$ cat config.mk
export PLATFORM = sky130hd
export DESIGN_NAME = sub_seq_flat
export DESIGN_NICKNAME = d
export VERILOG_FILES = /design/src/rtl/sub_seq_pkg.sv /design/src/rtl/sub_seq_if.sv /design/src/rtl/sub_seq_chunk.sv /design/src/rtl/sub_seq.sv /design/src/flat_wrapper.sv
export SDC_FILE = /design/constraint.sdc
export NUM_CORES = 1
export LEC_CHECK = 0
export CAP_MARGIN = 10
export CORE_MARGIN = 8
export CORE_UTILIZATION = 55
export CTS_BUF_LIST = sky130_fd_sc_hd__clkbuf_4 sky130_fd_sc_hd__clkbuf_8
export DETAILED_ROUTE_END_ITERATION = 8
export DONT_BUFFER_PORTS = 1
export GPL_TIMING_DRIVEN = 0
export PLACE_DENSITY = 0.7
export SLEW_MARGIN = 0
export SYNTH_ARGS = -nofsm -noshare
export SYNTH_HDL_FRONTEND = slang
export SYNTH_HIERARCHICAL = 1
export SYNTH_SLANG_ARGS = --single-unit
$ cat constraint.sdc
create_clock -name clk -period 9.3 [get_ports clk]
set_clock_uncertainty 0.1 [all_clocks]
set_input_delay 1.86 -clock clk [delete_from_list [all_inputs] [get_ports clk]]
set_output_delay 1.86 -clock clk [all_outputs]
set_load 0.01 [all_outputs]
$ cat src/rtl/sub_seq_pkg.sv
// Shared definitions for the sequential subtractor: default sizes and FSM state encoding.
// Optional feature macro: SUB_BIN_EN (adds a borrow-in input for multi-precision chaining).
package sub_seq_pkg;

  localparam int unsigned DefWidth = 64;
  localparam int unsigned DefChunk = 16;
  localparam int unsigned DefNslice = DefWidth / DefChunk;

  typedef enum logic [1:0] {
    StIdle = 2'd0,
    StRun  = 2'd1,
    StDone = 2'd2
  } state_e;

endpackage

$ cat src/rtl/sub_seq_if.sv
// Request/result bundle of the sequential subtractor.
// SUB_BIN_EN adds the bin (borrow-in) request signal.
interface sub_seq_if #(
  parameter int unsigned WIDTH = sub_seq_pkg::DefWidth
);

  logic             start;
  logic [WIDTH-1:0] a;
  logic [WIDTH-1:0] b;
`ifdef SUB_BIN_EN
  logic             bin;
`endif
  logic             busy;
  logic             done;
  logic [WIDTH-1:0] out;
  logic             borrow;
  logic             zf;
  logic             sf;
  logic             of;

`ifdef SUB_BIN_EN
  modport master (output start, a, b, bin, input busy, done, out, borrow, zf, sf, of);
  modport slave  (input start, a, b, bin, output busy, done, out, borrow, zf, sf, of);
`else
  modport master (output start, a, b, input busy, done, out, borrow, zf, sf, of);
  modport slave  (input start, a, b, output busy, done, out, borrow, zf, sf, of);
`endif

endinterface

$ cat src/rtl/sub_seq_chunk.sv
// Combinational CHUNK-bit subtract with borrow-in: diff = a - b - bin.
module sub_seq_chunk #(
  parameter int unsigned CHUNK = sub_seq_pkg::DefChunk
) (
  input  logic [CHUNK-1:0] a_i,
  input  logic [CHUNK-1:0] b_i,
  input  logic             bin_i,
  output logic [CHUNK-1:0] diff_o,
  output logic             bout_o
);

  logic [CHUNK:0] full;

  // One extra bit: a negative result leaves the top bit set, which is the borrow-out.
  always_comb begin
    full   = {1'b0, a_i} - {1'b0, b_i} - {{CHUNK{1'b0}}, bin_i};
    diff_o = full[CHUNK-1:0];
    bout_o = full[CHUNK];
  end

endmodule

$ cat src/rtl/sub_seq.sv
// Multi-cycle subtractor: out = a - b, CHUNK bits per cycle, LS slice first.
// Produces Y86-style ZF/SF/OF plus unsigned borrow, valid on the one-cycle done pulse.
// Optional macro SUB_BIN_EN: latch a borrow-in (bin) with the operands to seed the ripple.
module sub_seq
  import sub_seq_pkg::*;
#(
  parameter int unsigned WIDTH = DefWidth,
  parameter int unsigned CHUNK = DefChunk
) (
  input logic          clk,
  input logic          rst_n,
  sub_seq_if.slave     sub_if
);

  localparam int unsigned NSLICE = WIDTH / CHUNK;
  localparam int unsigned CntW   = (NSLICE > 1) ? $clog2(NSLICE) : 1;
  localparam logic [CntW-1:0] LastCnt = CntW'(NSLICE - 1);

  state_e           state_q, state_d;
  logic [CntW-1:0]  cnt_q, cnt_d;
  logic [WIDTH-1:0] a_q, a_d;
  logic [WIDTH-1:0] b_q, b_d;
  logic             brw_q, brw_d;
  logic [WIDTH-1:0] out_q, out_d;
  logic             borrow_q, borrow_d;
  logic             zf_q, zf_d;
  logic             sf_q, sf_d;
  logic             of_q, of_d;

  logic [CHUNK-1:0] slice_a, slice_b, slice_diff;
  logic             slice_bout;

  // Operand slice for the current counter value feeds the single shared slice subtractor.
  always_comb begin
    slice_a = a_q[cnt_q*CHUNK +: CHUNK];
    slice_b = b_q[cnt_q*CHUNK +: CHUNK];
  end

  sub_seq_chunk #(
    .CHUNK (CHUNK)
  ) u_chunk (
    .a_i    (slice_a),
    .b_i    (slice_b),
    .bin_i  (brw_q),
    .diff_o (slice_diff),
    .bout_o (slice_bout)
  );

  // Next-state logic: accept in idle, ripple one slice per run cycle, pulse done.
  always_comb begin
    state_d  = state_q;
    cnt_d    = cnt_q;
    a_d      = a_q;
    b_d      = b_q;
    brw_d    = brw_q;
    out_d    = out_q;
    borrow_d = borrow_q;
    zf_d     = zf_q;
    sf_d     = sf_q;
    of_d     = of_q;

    unique case (state_q)
      StIdle: begin
        if (sub_if.start) begin
          a_d     = sub_if.a;
          b_d     = sub_if.b;
`ifdef SUB_BIN_EN
          brw_d   = sub_if.bin;
`else
          brw_d   = 1'b0;
`endif
          cnt_d   = '0;
          state_d = StRun;
        end
      end
      StRun: begin
        out_d[cnt_q*CHUNK +: CHUNK] = slice_diff;
        brw_d = slice_bout;
        cnt_d = cnt_q + 1'b1;
        if (cnt_q == LastCnt) begin
          // Flags are registered on entry to DONE so they line up with the done pulse.
          borrow_d = slice_bout;
          zf_d     = (out_d == '0);
          sf_d     = out_d[WIDTH-1];
          of_d     = (a_q[WIDTH-1] != b_q[WIDTH-1]) && (out_d[WIDTH-1] != a_q[WIDTH-1]);
          state_d  = StDone;
        end
      end
      StDone: begin
        state_d = StIdle;
      end
      default: begin
        state_d = StIdle;
      end
    endcase
  end

  // State and datapath registers; reset aborts any operation in flight.
  always_ff @(posedge clk or negedge rst_n) begin
    if (!rst_n) begin
      state_q  <= StIdle;
      cnt_q    <= '0;
      a_q      <= '0;
      b_q      <= '0;
      brw_q    <= 1'b0;
      out_q    <= '0;
      borrow_q <= 1'b0;
      zf_q     <= 1'b0;
      sf_q     <= 1'b0;
      of_q     <= 1'b0;
    end else begin
      state_q  <= state_d;
      cnt_q    <= cnt_d;
      a_q      <= a_d;
      b_q      <= b_d;
      brw_q    <= brw_d;
      out_q    <= out_d;
      borrow_q <= borrow_d;
      zf_q     <= zf_d;
      sf_q     <= sf_d;
      of_q     <= of_d;
    end
  end

  // Status and result outputs straight from registered state.
  always_comb begin
    sub_if.busy   = (state_q != StIdle);
    sub_if.done   = (state_q == StDone);
    sub_if.out    = out_q;
    sub_if.borrow = borrow_q;
    sub_if.zf     = zf_q;
    sub_if.sf     = sf_q;
    sub_if.of     = of_q;
  end

endmodule

$ cat src/flat_wrapper.sv
// flat-port wrapper written by rule: the top's interface ports become plain ports
module sub_seq_flat import sub_seq_pkg::*;
#(
  parameter int unsigned WIDTH = DefWidth,
  parameter int unsigned CHUNK = DefChunk
)
  (clk, rst_n, sub_if_start, sub_if_a, sub_if_b, sub_if_busy, sub_if_done, sub_if_out, sub_if_borrow, sub_if_zf, sub_if_sf, sub_if_of);
  sub_seq_if #(.WIDTH(WIDTH)) sub_if_i ();
  input logic clk;
  input logic rst_n;
  input wire logic [$bits(sub_if_i.start)-1:0] sub_if_start;
  input wire logic [$bits(sub_if_i.a)-1:0] sub_if_a;
  input wire logic [$bits(sub_if_i.b)-1:0] sub_if_b;
  output wire logic [$bits(sub_if_i.busy)-1:0] sub_if_busy;
  output wire logic [$bits(sub_if_i.done)-1:0] sub_if_done;
  output wire logic [$bits(sub_if_i.out)-1:0] sub_if_out;
  output wire logic [$bits(sub_if_i.borrow)-1:0] sub_if_borrow;
  output wire logic [$bits(sub_if_i.zf)-1:0] sub_if_zf;
  output wire logic [$bits(sub_if_i.sf)-1:0] sub_if_sf;
  output wire logic [$bits(sub_if_i.of)-1:0] sub_if_of;
  assign sub_if_i.start = sub_if_start;
  assign sub_if_i.a = sub_if_a;
  assign sub_if_i.b = sub_if_b;
  assign sub_if_busy = sub_if_i.busy;
  assign sub_if_done = sub_if_i.done;
  assign sub_if_out = sub_if_i.out;
  assign sub_if_borrow = sub_if_i.borrow;
  assign sub_if_zf = sub_if_i.zf;
  assign sub_if_sf = sub_if_i.sf;
  assign sub_if_of = sub_if_i.of;
  sub_seq #(.WIDTH(WIDTH), .CHUNK(CHUNK)) u_core (.clk(clk), .rst_n(rst_n), .sub_if(sub_if_i));
endmodule
=== After elaboration in Yosys (flattened, before gate mapping) ===
Index checks and enable logic that the tools add are counted.

* Eq/ne operators: 7
* Div/mod/pow operators: 0
* Reductions and logical operators: 9
* $add $sub $neg: 4
* Magnitude comparators: 0
* Mux-type cells: 8
* Multipliers: 0
* Bitwise logic cells: 0
* Shift operators: 4

{| class="wikitable"
|+ Operators by type and width
! kind !! number
|-
| 64-bit by 7-bit indexed part select with 16-bit output || 2
|-
| 64-bit bitwise mux || 1
|-
| 64-bit zero test || 1
|-
| 16-bit by 34-bit variable shift with 64-bit output, first input constant || 1
|-
| 16-bit by 34-bit indexed part select with 64-bit output || 1
|-
| 6-bit negator with 34-bit output || 1
|-
| 16-bit by 16-bit subtractor with 17-bit output || 1
|-
| 17-bit by 1-bit subtractor with 17-bit output || 1
|-
| 2-bit case mux with 2 select lines || 2
|-
| 2-bit AND reduction || 4
|-
| 2-bit two-way mux || 3
|-
| 2-bit equality test, second input constant || 2
|-
| 2-bit nonzero test || 2
|-
| 2-bit by 1-bit adder with 2-bit output, second input constant || 1
|-
| 2-bit by 1-bit equality test with 1-bit output, second input constant || 1
|-
| 2-bit zero test || 1
|-
| 1-bit inequality test || 2
|-
| 2-bit by 1-bit inequality test with 1-bit output, second input constant || 1
|-
| 2-bit inequality test, second input constant || 1
|-
| 1-bit case mux with 2 select lines || 1
|-
| 1-bit logical AND || 1
|-
| 1-bit two-way mux || 1
|}

* Output and inout port bits: 70
* Word-level logic and storage cells: 42
* Register bits after elaboration: 201
* Bits in latches: 0
* Memories: 0
* Input port bits: 131
* Bits in writable memories: 0
* Memory bits (read-only): 0

=== Depth between registers and ports, before layout ===
Gate-level depths: netlist of run 1.

* Depth in word-level cells: 7
* Gate-level depth with buffers: 18
* Depth with buffers taken out: 15

=== Modules after synthesis ===
The synthesis of run 1 kept the hierarchy.

{| class="wikitable"
|+ By module, submodules not included
! module !! cells each !! times used !! area each (sq um) !! seq. area each (sq um)
|-
| sub_seq || 844 || 1 || 8659.6 || 5029.8
|-
| sub_seq_chunk || 174 || 1 || 1224.9 || 0.0
|}

=== Worst setup path after synthesis of run 1 ===
Ideal clock, no wire load.

* Kind: reg2reg
* Start point: reg u_core.cnt_q[0]
* End point: reg u_core.zf_q, in the netlist u_core/sub_if.zf
* Required time: 9.108 ns
* Buffers on the path: 2
* Stages on the path, launching flop included: 17
* Arrival: 4.417 ns
* Path slack: 4.692 ns
* Clock period less this slack: 4.608 ns
* Library setup time: 0.092 ns
* Cell sequence: dfrtp_1 -> buf_4 -> buf_2 -> mux4_2 -> fa_1 -> inv_1 -> ha_1 -> o21ai_0 -> nand2_1 -> and3_2 -> a2111oi_2 -> a311oi_1 -> nor4_1 -> and3_1 -> a21oi_1 -> or3_1 -> o31ai_2

* Longest elaborated chain between the ends: 6
* Elaborated cells on any way between the ends: 11
* Those cells by class: add/sub: 3; eq/ne: 1; shift: 4; mux: 1; reduce/logical: 2

{| class="wikitable"
|+ Ends and longest elaborated chain
! element !! RTL line !! RTL
|-
| from (decl) || sub_seq.sv:20 || <nowiki>logic [CntW-1:0] cnt_q, cnt_d;</nowiki>
|-
| from (signal assigned) || sub_seq.sv:113 || <nowiki>cnt_q <= cnt_d;</nowiki>
|-
| 64-bit by 7-bit indexed part select with 16-bit output || sub_seq.sv:35 || <nowiki>slice_a = a_q[cnt_q*CHUNK +: CHUNK];</nowiki>
|-
| net u_core.slice_a[0] || sub_seq.sv:30 || <nowiki>logic [CHUNK-1:0] slice_a, slice_b, slice_diff;</nowiki>
|-
| 16-bit by 16-bit subtractor with 17-bit output || sub_seq_chunk.sv:16 || <nowiki>full = {1'b0, a_i} - {1'b0, b_i} - {{CHUNK{1'b0}}, bin_i};</nowiki>
|-
| 17-bit by 1-bit subtractor with 17-bit output || sub_seq_chunk.sv:16 ||
|-
| net u_core.slice_diff[15] || sub_seq.sv:30 ||
|-
| 16-bit by 34-bit indexed part select with 64-bit output || sub_seq.sv:77 || <nowiki>out_d[cnt_q*CHUNK +: CHUNK] = slice_diff;</nowiki>
|-
| 64-bit bitwise mux || sub_seq.sv:77 ||
|-
| 64-bit zero test || sub_seq.sv:83 || <nowiki>zf_d = (out_d == '0);</nowiki>
|-
| to (signal assigned) || sub_seq.sv:119 || <nowiki>zf_q <= zf_d;</nowiki>
|-
| to (decl) || sub_seq.sv:26 || <nowiki>logic zf_q, zf_d;</nowiki>
|}

The timed path passes the listed nets, and every way through them passes these cells.
A chain may end at the register's enable or synchronous reset.

=== Final worst setup path of run 1 ===
Same ends and word-level chain as after synthesis.

==> run summary, run 1 <==
Finished Layout Cells: 1309
status: completed
required time of the worst setup path: 9.59 ns
# placed instances: 1248
Syn Inst Count: 1018
register-to-register setup slack: 3.70 ns
post-layout min period: 5.60 ns
share of layout cells above drive strength 1: 11.4%
mean post-synth cell area: 9.71 um2
Seq cells post-synth: 201
final cycle utilization of the critical path: 60.2%
Post-Synth Adder-Cell Area: 4.96%
largest family of logic cells by synthesized area: simple AND/OR/NAND/NOR gates
Starting Density: 55.6%
row count: 49
die height: 150 um
maxcap violations: 0
ANT nets after route: 0
area of the mapped netlist: 9880 um2
Avg WL per Cell: 21.4 um
CP endpoint kind: flip-flop
setup repair bufs after CTS: 0
critical path peak fanout: 10
Worst Max-Slew Pin Slew: 1.38 ns
DR vias/cell: 5.87
leading cell type in the layout, fill and taps excluded: nand2_1
# nets final: 1225
Slew Viols, Final: 0
H-tree levels: 2
Post-synth ARST share: 100%
drt initial violations: 549
Post-Syn Nets: 1187
Worst Setup Start Kind: flip-flop
core box area: 17800 um2
slowest library cell on the worst path: a311oi_1
Fin Setup TNS: 0 ns
Setup-failing EPs final: 0
hold path startpoint: u_core/a_q[36]$_DFFE_PN0P_
Min-Delay Path Class: reg2reg
diode count: 0
clock latency at the later pin of the worst-skew pair: 0.53 ns
Hold EP: u_core/a_q[36]$_DFFE_PN0P_
CTS tree: built
post-synthesis sequential area ratio: 50.9%
cts hold-fix bufs: 0
Post-Synth XOR/XNOR Area: 0.975%
Syn-to-layout area delta: 10.2%
HPWL Detailed: 20500 um
ys flop type: dfrtp_1
Routed WL: 28000 um
Synth Area in Compound Gates: 10.6%
worst reg2reg startpoint: u_core/cnt_q[0]$_DFFE_PN0P_
1st-pass router iterations: 5
DRC errors left: 0
TritonCTS buffer count: 35
Die W: 150 um
Worst EP arrival: 5.89 ns
Crit Path Class: reg2reg
Fmax achieved: 179 MHz
max incr delay on CP: 1.05 ns
Register-to-Register Path Depth: 16
initial antenna violation count: 0
CTS Root Cell: clkbuf_8
Die ar.: 22500 um2
Hold Vio Cnt, Final: 0
# IOs: 201
Reg2Reg Capture Point: u_core/sub_if.zf$_DFFE_PN0P_
Synth warnings: 6
multiplexer share of the synthesized area: 7.41%
routed vias: 7690
GPL Wtd Cong: 0.940
CTS Buffer Depth: 3
first-pass GRT wire length: 43600 um
vias in the first global route: 7983
gr usage total: 25.1%
RSZ-0062 raised after global routing: false
largest net degree at the start of global routing: 202
PortBufs: 0
remaining global-route overflow: 0
relative slew slack: 7.09%
most frequent cells in the layout: nand2_1 (406), dfrtp_1 (201), a22o_1 (61), inv_1 (58), clkbuf_8 (43)
Netlist cell types: 64
clk sink count: 201
crit path cell chain: buf_4 -> buf_2 -> mux4_2 -> fa_1 -> inv_1 -> ha_1 -> o21ai_0 -> nand2_1 -> a41oi_1 -> nor2_1 -> a311oi_1 -> nor4_1 -> and3_1 -> a21oi_1 -> or3_1 -> o31ai_2
Worst-path clk slew: 0.06 ns
WHS Path Cells: 2
Synth Area in Simple Gates: 20.8%
number of cells upsized or downsized after cts: 0
EDFF count, synth: 0
==> registers in the layout, indices dropped and copies added, names as in the netlist <==
signal,flops
u_core/cnt_q,2
u_core/sub_if.borrow,1
u_core/sub_if.of,1
u_core/state_q,2
u_core/sub_if.zf,1
u_core/a_q,64
u_core/brw_q,1
u_core/sub_if.out,64
u_core/b_q,64
u_core/sub_if.sf,1
==> cell usage after synthesis (4+ instances only) <==
cell type,instances,area share [%]
nand2_1,406,15
a22o_1,61,5.4
ha_1,36,4.6
a21oi_1,18,0.91
nor2_1,20,0.76
dfrtp_1,201,51
buf_2,7,0.35
mux4_2,32,7.3
inv_1,58,2.2
nor2b_1,4,0.25
nor3_1,9,0.46
o21ai_0,19,0.96
xnor2_1,9,0.80
nand2b_1,4,0.25
nor4_1,15,0.95
nand3_1,8,0.41
clkbuf_1,40,1.5
==> final cells by class <==
cell class	count	area, um2
inverter	58	218
sequential	201	5030
clock inverter	7	42.5
buffer	51	219
timing repair buffer	1	5.00
multi-input combinational	708	4420
fill	1506	6890
clock buffer	54	674
tap	229	287
==> routing by layer <==
| layer | vias to the layer above | GRT usage [%] | wire, um |
|---|---|---|---|
| met3 | 62 | 8.80 | 3250 |
| li1 | 3528 | - | - |
| met2 | 352 | 40.5 | 13200 |
| met4 | 0 | 8.35 | 761 |
| met1 | 3748 | 31.0 | 10800 |
| met5 | - | 0 | 0 |
==> critical path: cells and delay by family, from the launching register on <==
kind / cells / cell delay (ns)
DFF: 1 / 0.55
buffers and inverters: 3 / 0.75
AOI/OAI and AO/OA: 5 / 1.93
and+or+nand+nor: 5 / 0.77
muxes: 1 / 0.61
adders and majority gates: 2 / 0.76
==> logic make-up after synthesis <==
| kind of cell | count (synthesis) |
|---|---|
| compound gates | 133 |
| xor+xnor | 11 |
| mux | 33 |
| buf+inv | 109 |
| flops | 201 |
| fa+ha+maj | 38 |
| simple gates | 493 |
==> how the worst max path moves through the flow <==
stage	slack, ns	endpoint	cells past startpoint	start
floorplan	4.69	u_core/sub_if.zf$_DFFE_PN0P_	16	u_core/cnt_q[0]$_DFFE_PN0P_
global placement	3.76	u_core/sub_if.zf$_DFFE_PN0P_	16	u_core/cnt_q[0]$_DFFE_PN0P_
detailed placement	3.79	u_core/sub_if.zf$_DFFE_PN0P_	15	u_core/cnt_q[0]$_DFFE_PN0P_
CTS	3.78	u_core/sub_if.zf$_DFFE_PN0P_	15	u_core/cnt_q[0]$_DFFE_PN0P_
global route	3.43	u_core/sub_if.zf$_DFFE_PN0P_	15	u_core/cnt_q[0]$_DFFE_PN0P_
finish	3.70	u_core/sub_if.zf$_DFFE_PN0P_	16	u_core/cnt_q[0]$_DFFE_PN0P_
==> stage by stage <==
stage                     setup slack (ns)  cell area [um2]  hold WS, ns  util [%]
after floorplan                       4.69             9880        0.340         -
after global placement                3.76            10200        0.354      57.2
after detailed placement              3.79            10200        0.357      57.2
after CTS                             3.78            10900        0.372      61.3
after global routing                  3.43            10900        0.387      61.3
final                                 3.70            10900        0.370      61.3
Power of run 1 is not shown: default switching activity piles up to over one toggle a cycle in this logic, so the estimate is an artifact.
==> run 2: changes to the inputs <==
Settings changed: PLACE_DENSITY 0.7 to 0.73.
Clock period 9.3 ns to 4.8 ns, I/O delays scaled along.
==> run summary, run 2 (synthesis gave the netlist of run 1 again) <==
status: completed
relative slew slack: 36.0%
CTS Root Cell: clkbuf_8
# IOs: 201
Min-Delay Path Class: in2async
worst reg2reg startpoint: u_core/cnt_q[0]$_DFFE_PN0P_
final worst slack: 0.163 ns
Fillers: 1503
clock latency at the later pin of the worst-skew pair: 0.57 ns
most frequent cells in the layout: nand2_1 (405), dfrtp_1 (199), a22o_1 (61), inv_1 (58), clkbuf_8 (37)
post-layout min period: 4.64 ns
gr usage total: 25.1%
Worst-path clk slew: 0.07 ns
H-tree levels: 1
Worst EP arrival: 4.99 ns
Die ar.: 22500 um2
Fin Setup TNS: 0 ns
core box area: 17800 um2
# nets final: 1225
Fmax achieved: 216 MHz
die height: 150 um
register-to-register setup slack: 0.16 ns
Reg2Reg Capture Point: u_core/sub_if.zf$_DFFE_PN0P_
Util after Layout: 62.2%
Routed WL: 28300 um
Slew Viols, Final: 0
Setup-failing EPs final: 0
CTS tree: built
final cycle utilization of the critical path: 96.6%
Starting Density: 55.6%
setup slack at placement: -0.647 ns
clk sink count: 201
CP Buf/Inv Count: 4
DR vias/cell: 5.95
Syn-to-layout area delta: 11.9%
crit path cell chain: buf_8 -> buf_8 -> mux4_2 -> inv_1 -> ha_1 -> inv_1 -> ha_1 -> a211oi_1 -> nor2_1 -> o41a_1 -> a21oi_1 -> xnor2_2 -> nor4_1 -> o21ai_0 -> nor4_1 -> o2111ai_1 -> o31ai_2
slowest library cell on the worst path: mux4_2
drt initial violations: 505
Register-to-Register Path Depth: 17
row count: 49
max incr delay on CP: 0.50 ns
area post-placement: 10200 um2
DRC errors left: 0
critical path peak fanout: 10
initial antenna violation count: 0
Worst Max-Slew Pin Slew: 0.953 ns
diode count: 0
Worst Setup Start Kind: flip-flop
HPWL Detailed: 20400 um
Avg WL per Cell: 21.7 um
PortBufs: 0
Die W: 150 um
required time of the worst setup path: 5.16 ns
Hold Vio Cnt, Final: 0
remaining global-route overflow: 0
GPL Wtd Cong: 0.904
largest net degree at the start of global routing: 202
leading cell type in the layout, fill and taps excluded: nand2_1
CTS Buffer Depth: 3
maxcap violations: 0
share of layout cells above drive strength 1: 13.2%
vias in the first global route: 8199
routed vias: 7763
first-pass GRT wire length: 44100 um
Top delay family on crit path: compound AO/OA/AOI/OAI gates
TritonCTS buffer count: 31
Crit Path Class: reg2reg
cell area after layout: 11100 um2
1st-pass router iterations: 7
CP endpoint kind: flip-flop
ANT nets after route: 0
run 2: worst register-to-register path, cell delays in order (launching register included):
cell,delay (ns)
dfrtp_2,0.39
buf_8,0.18
buf_8,0.19
mux4_2,0.51
inv_1,0.15
ha_1,0.25
inv_1,0.06
ha_1,0.30
a211oi_1,0.27
nor2_1,0.12
o41a_1,0.37
a21oi_1,0.22
xnor2_2,0.20
nor4_1,0.30
o21ai_0,0.11
nor4_1,0.32
o2111ai_1,0.21
o31ai_2,0.28
run 2: what timing repair did:
action / in CTS / in global routing
setup endpoints to repair: 8 / 1
pin swaps: 1 / 2
resized for setup: 16 / 23
gates cloned: 0 / 0
buffers inserted: 1 / 2
hold endpoints to repair: 195 / 53
run 2: layout make-up:
class / count / area [um2] / area share, %
flip-flops and latches: 201 / 5030 / 45.5
multi-input cells: 708 / 4520 / 40.9
clock buffers: 47 / 584 / 5.28
well taps: 229 / 287 / 2.59
plain buffers: 49 / 256 / 2.32
inverters: 58 / 218 / 1.97
repair buffers: 7 / 105 / 0.950
clock inverters: 6 / 57.6 / 0.520
run 2: how the worst max path moves through the flow:
stage                                           start                      endpoint  slack (ns)  cells past startpoint
after floorplan           u_core/cnt_q[0]$_DFFE_PN0P_  u_core/sub_if.zf$_DFFE_PN0P_        0.19                     16
after global placement    u_core/cnt_q[0]$_DFFE_PN0P_  u_core/sub_if.zf$_DFFE_PN0P_       -0.84                     16
after detailed placement  u_core/cnt_q[0]$_DFFE_PN0P_  u_core/sub_if.zf$_DFFE_PN0P_       -0.65                     15
after CTS                 u_core/cnt_q[0]$_DFFE_PN0P_  u_core/sub_if.zf$_DFFE_PN0P_        0.01                     17
after global routing      u_core/cnt_q[0]$_DFFE_PN0P_  u_core/sub_if.zf$_DFFE_PN0P_       -0.01                     16
final                     u_core/cnt_q[0]$_DFFE_PN0P_  u_core/sub_if.zf$_DFFE_PN0P_        0.16                     17
run 2: layer usage:
layer	routed length [um]	GRT usage, %
met5	0	0
met2	13100	39.8
met4	1020	10.0
met3	3270	7.65
met1	10900	31.6
run 2: metrics by stage:
| step | hold WS, ns | std cells |
|---|---|---|
| after CTS | -0.0308 | 1301 |
| after detailed placement | 0.357 | 1248 |
| after floorplan | 0.340 | 1018 |
| final | 0.131 | 1305 |
| after global placement | 0.352 | 1247 |
| after global routing | 0.138 | 1305 |
Power of run 2 is left out for the same reason.
==> run 3: changes to the inputs <==
Settings changed: CORE_ASPECT_RATIO set to 2.
==> run summary, run 3 (synthesis gave the netlist of run 1 again) <==
Slew Viols, Final: 0
GPL Wtd Cong: 0.947
leading cell type in the layout, fill and taps excluded: nand2_1
largest net degree at the start of global routing: 102
# IOs: 201
RSZ-0062 raised after global routing: false
maxcap violations: 0
most frequent cells in the layout: nand2_1 (405), dfrtp_1 (199), a22o_1 (61), inv_1 (58), ha_1 (36)
required time of the worst setup path: 5.16 ns
ANT nets after route: 0
Min-Delay Path Class: in2async
Starting Density: 55.9%
remaining global-route overflow: 0
clock latency at the later pin of the worst-skew pair: 0.55 ns
gr usage total: 25.2%
DRC errors left: 0
Fin Setup TNS: 0 ns
# nets final: 1218
Fmax achieved: 216 MHz
Finished Layout Cells: 1283
drt initial violations: 329
CP Buf/Inv Count: 4
Hold Vio Cnt, Final: 0
crit path cell chain: buf_6 -> buf_6 -> mux4_2 -> inv_1 -> ha_1 -> inv_1 -> ha_1 -> or2_2 -> a21oi_1 -> a21oi_2 -> a2111oi_4 -> a311oi_4 -> nor4_2 -> and3_1 -> a21oi_1 -> or3_1 -> o31ai_2
DR vias/cell: 6.02
critical path peak fanout: 10
global-route met3 utilization: 5.98%
relative slew slack: 34.6%
CP endpoint kind: flip-flop
row count: 69
Reg2Reg Capture Point: u_core/sub_if.zf$_DFFE_PN0P_
grt peak-use layer: met2
Worst Max-Slew Pin Slew: 0.974 ns
Die ar.: 22800 um2
TritonCTS buffer count: 28
worst reg2reg startpoint: u_core/cnt_q[0]$_DFFE_PN0P_
max incr delay on CP: 0.57 ns
Setup-failing EPs final: 0
CTS tree: built
Worst EP arrival: 4.99 ns
# placed instances: 1232
CTS Root Cell: clkbuf_8
Syn-to-layout area delta: 11.1%
register-to-register setup slack: 0.17 ns
initial antenna violation count: 2
CTS Buffer Depth: 3
Die W: 111 um
Avg WL per Cell: 23.1 um
routing usage on met1: 24.1%
1st-pass router iterations: 6
routed vias: 7730
Worst Setup Start Kind: flip-flop
met2 usage: 47.1%
HPWL Detailed: 22500 um
slowest library cell on the worst path: mux4_2
Register-to-Register Path Depth: 17
cell area after layout: 11000 um2
clk sink count: 201
area post-placement: 10200 um2
Routed WL: 29700 um
vias in the first global route: 8198
PortBufs: 0
core box area: 17700 um2
share of layout cells above drive strength 1: 12.5%
status: completed
post-layout min period: 4.63 ns
first-pass GRT wire length: 44800 um
Util after Layout: 62.0%
die height: 206 um
final cycle utilization of the critical path: 96.5%
Top delay family on crit path: simple AND/OR/NAND/NOR gates
Crit Path Class: reg2reg
H-tree levels: 1
Worst-path clk slew: 0.07 ns
run 3: timing repair:
action                                 4_1_cts  5_1_grt
setup buffers                                1        0
setup endpoints to repair                    8        2
hold buffers                                 1        0
resized for setup                           22       22
endpoints found under the hold margin      101        0
pin swaps                                    1        5
run 3: through the flow:
stage,worst slack (ns),hold WS [ns]
2_1_floorplan,0.192,0.340
3_3_place_gp,-0.851,0.353
3_5_place_dp,-0.763,0.359
4_1_cts,0.0207,0.000483
5_1_grt,0.00715,0.00185
6_report,0.168,0.0289
run 3: worst max-delay path by stage:
stage	cells after the start	start	endpoint	slack, ns
3_3_place_gp	16	u_core/cnt_q[1]$_DFFE_PN0P_	u_core/sub_if.zf$_DFFE_PN0P_	-0.85
6_report	17	u_core/cnt_q[0]$_DFFE_PN0P_	u_core/sub_if.zf$_DFFE_PN0P_	0.17
2_1_floorplan	16	u_core/cnt_q[0]$_DFFE_PN0P_	u_core/sub_if.zf$_DFFE_PN0P_	0.19
5_1_grt	16	u_core/cnt_q[0]$_DFFE_PN0P_	u_core/sub_if.zf$_DFFE_PN0P_	0.007
3_5_place_dp	16	u_core/cnt_q[0]$_DFFE_PN0P_	u_core/sub_if.zf$_DFFE_PN0P_	-0.76
4_1_cts	16	u_core/cnt_q[1]$_DFFE_PN0P_	u_core/sub_if.zf$_DFFE_PN0P_	0.02
run 3: layer usage:
metal / up-vias / part of all wire, %
met5: - / 0
met1: 3759 / 33
li1: 3507 / -
met4: 0 / 6.3
met2: 350 / 54
met3: 114 / 7.0
run 3: layout make-up:
| type | count | area, um2 |
|---|---|---|
| buffer | 49 | 254 |
| timing repair buffer | 3 | 42.5 |
| clock inverter | 5 | 50.0 |
| clock buffer | 44 | 549 |
| sequential | 201 | 5030 |
| multi-input combinational | 708 | 4560 |
| antenna | 2 | 5.00 |
| inverter | 58 | 218 |
| fill | 1455 | 6720 |
| tap | 213 | 267 |
run 3: worst reg2reg max path: cells and delay by family, from the launching register on:
family / cells / cell delay, ns
flops: 1 / 0.37
simple gates: 4 / 1.25
compound gates: 6 / 1.14
buf+inv: 4 / 0.56
fa+ha+maj: 2 / 0.53
mux: 1 / 0.58
Power of run 3 is left out for the same reason.
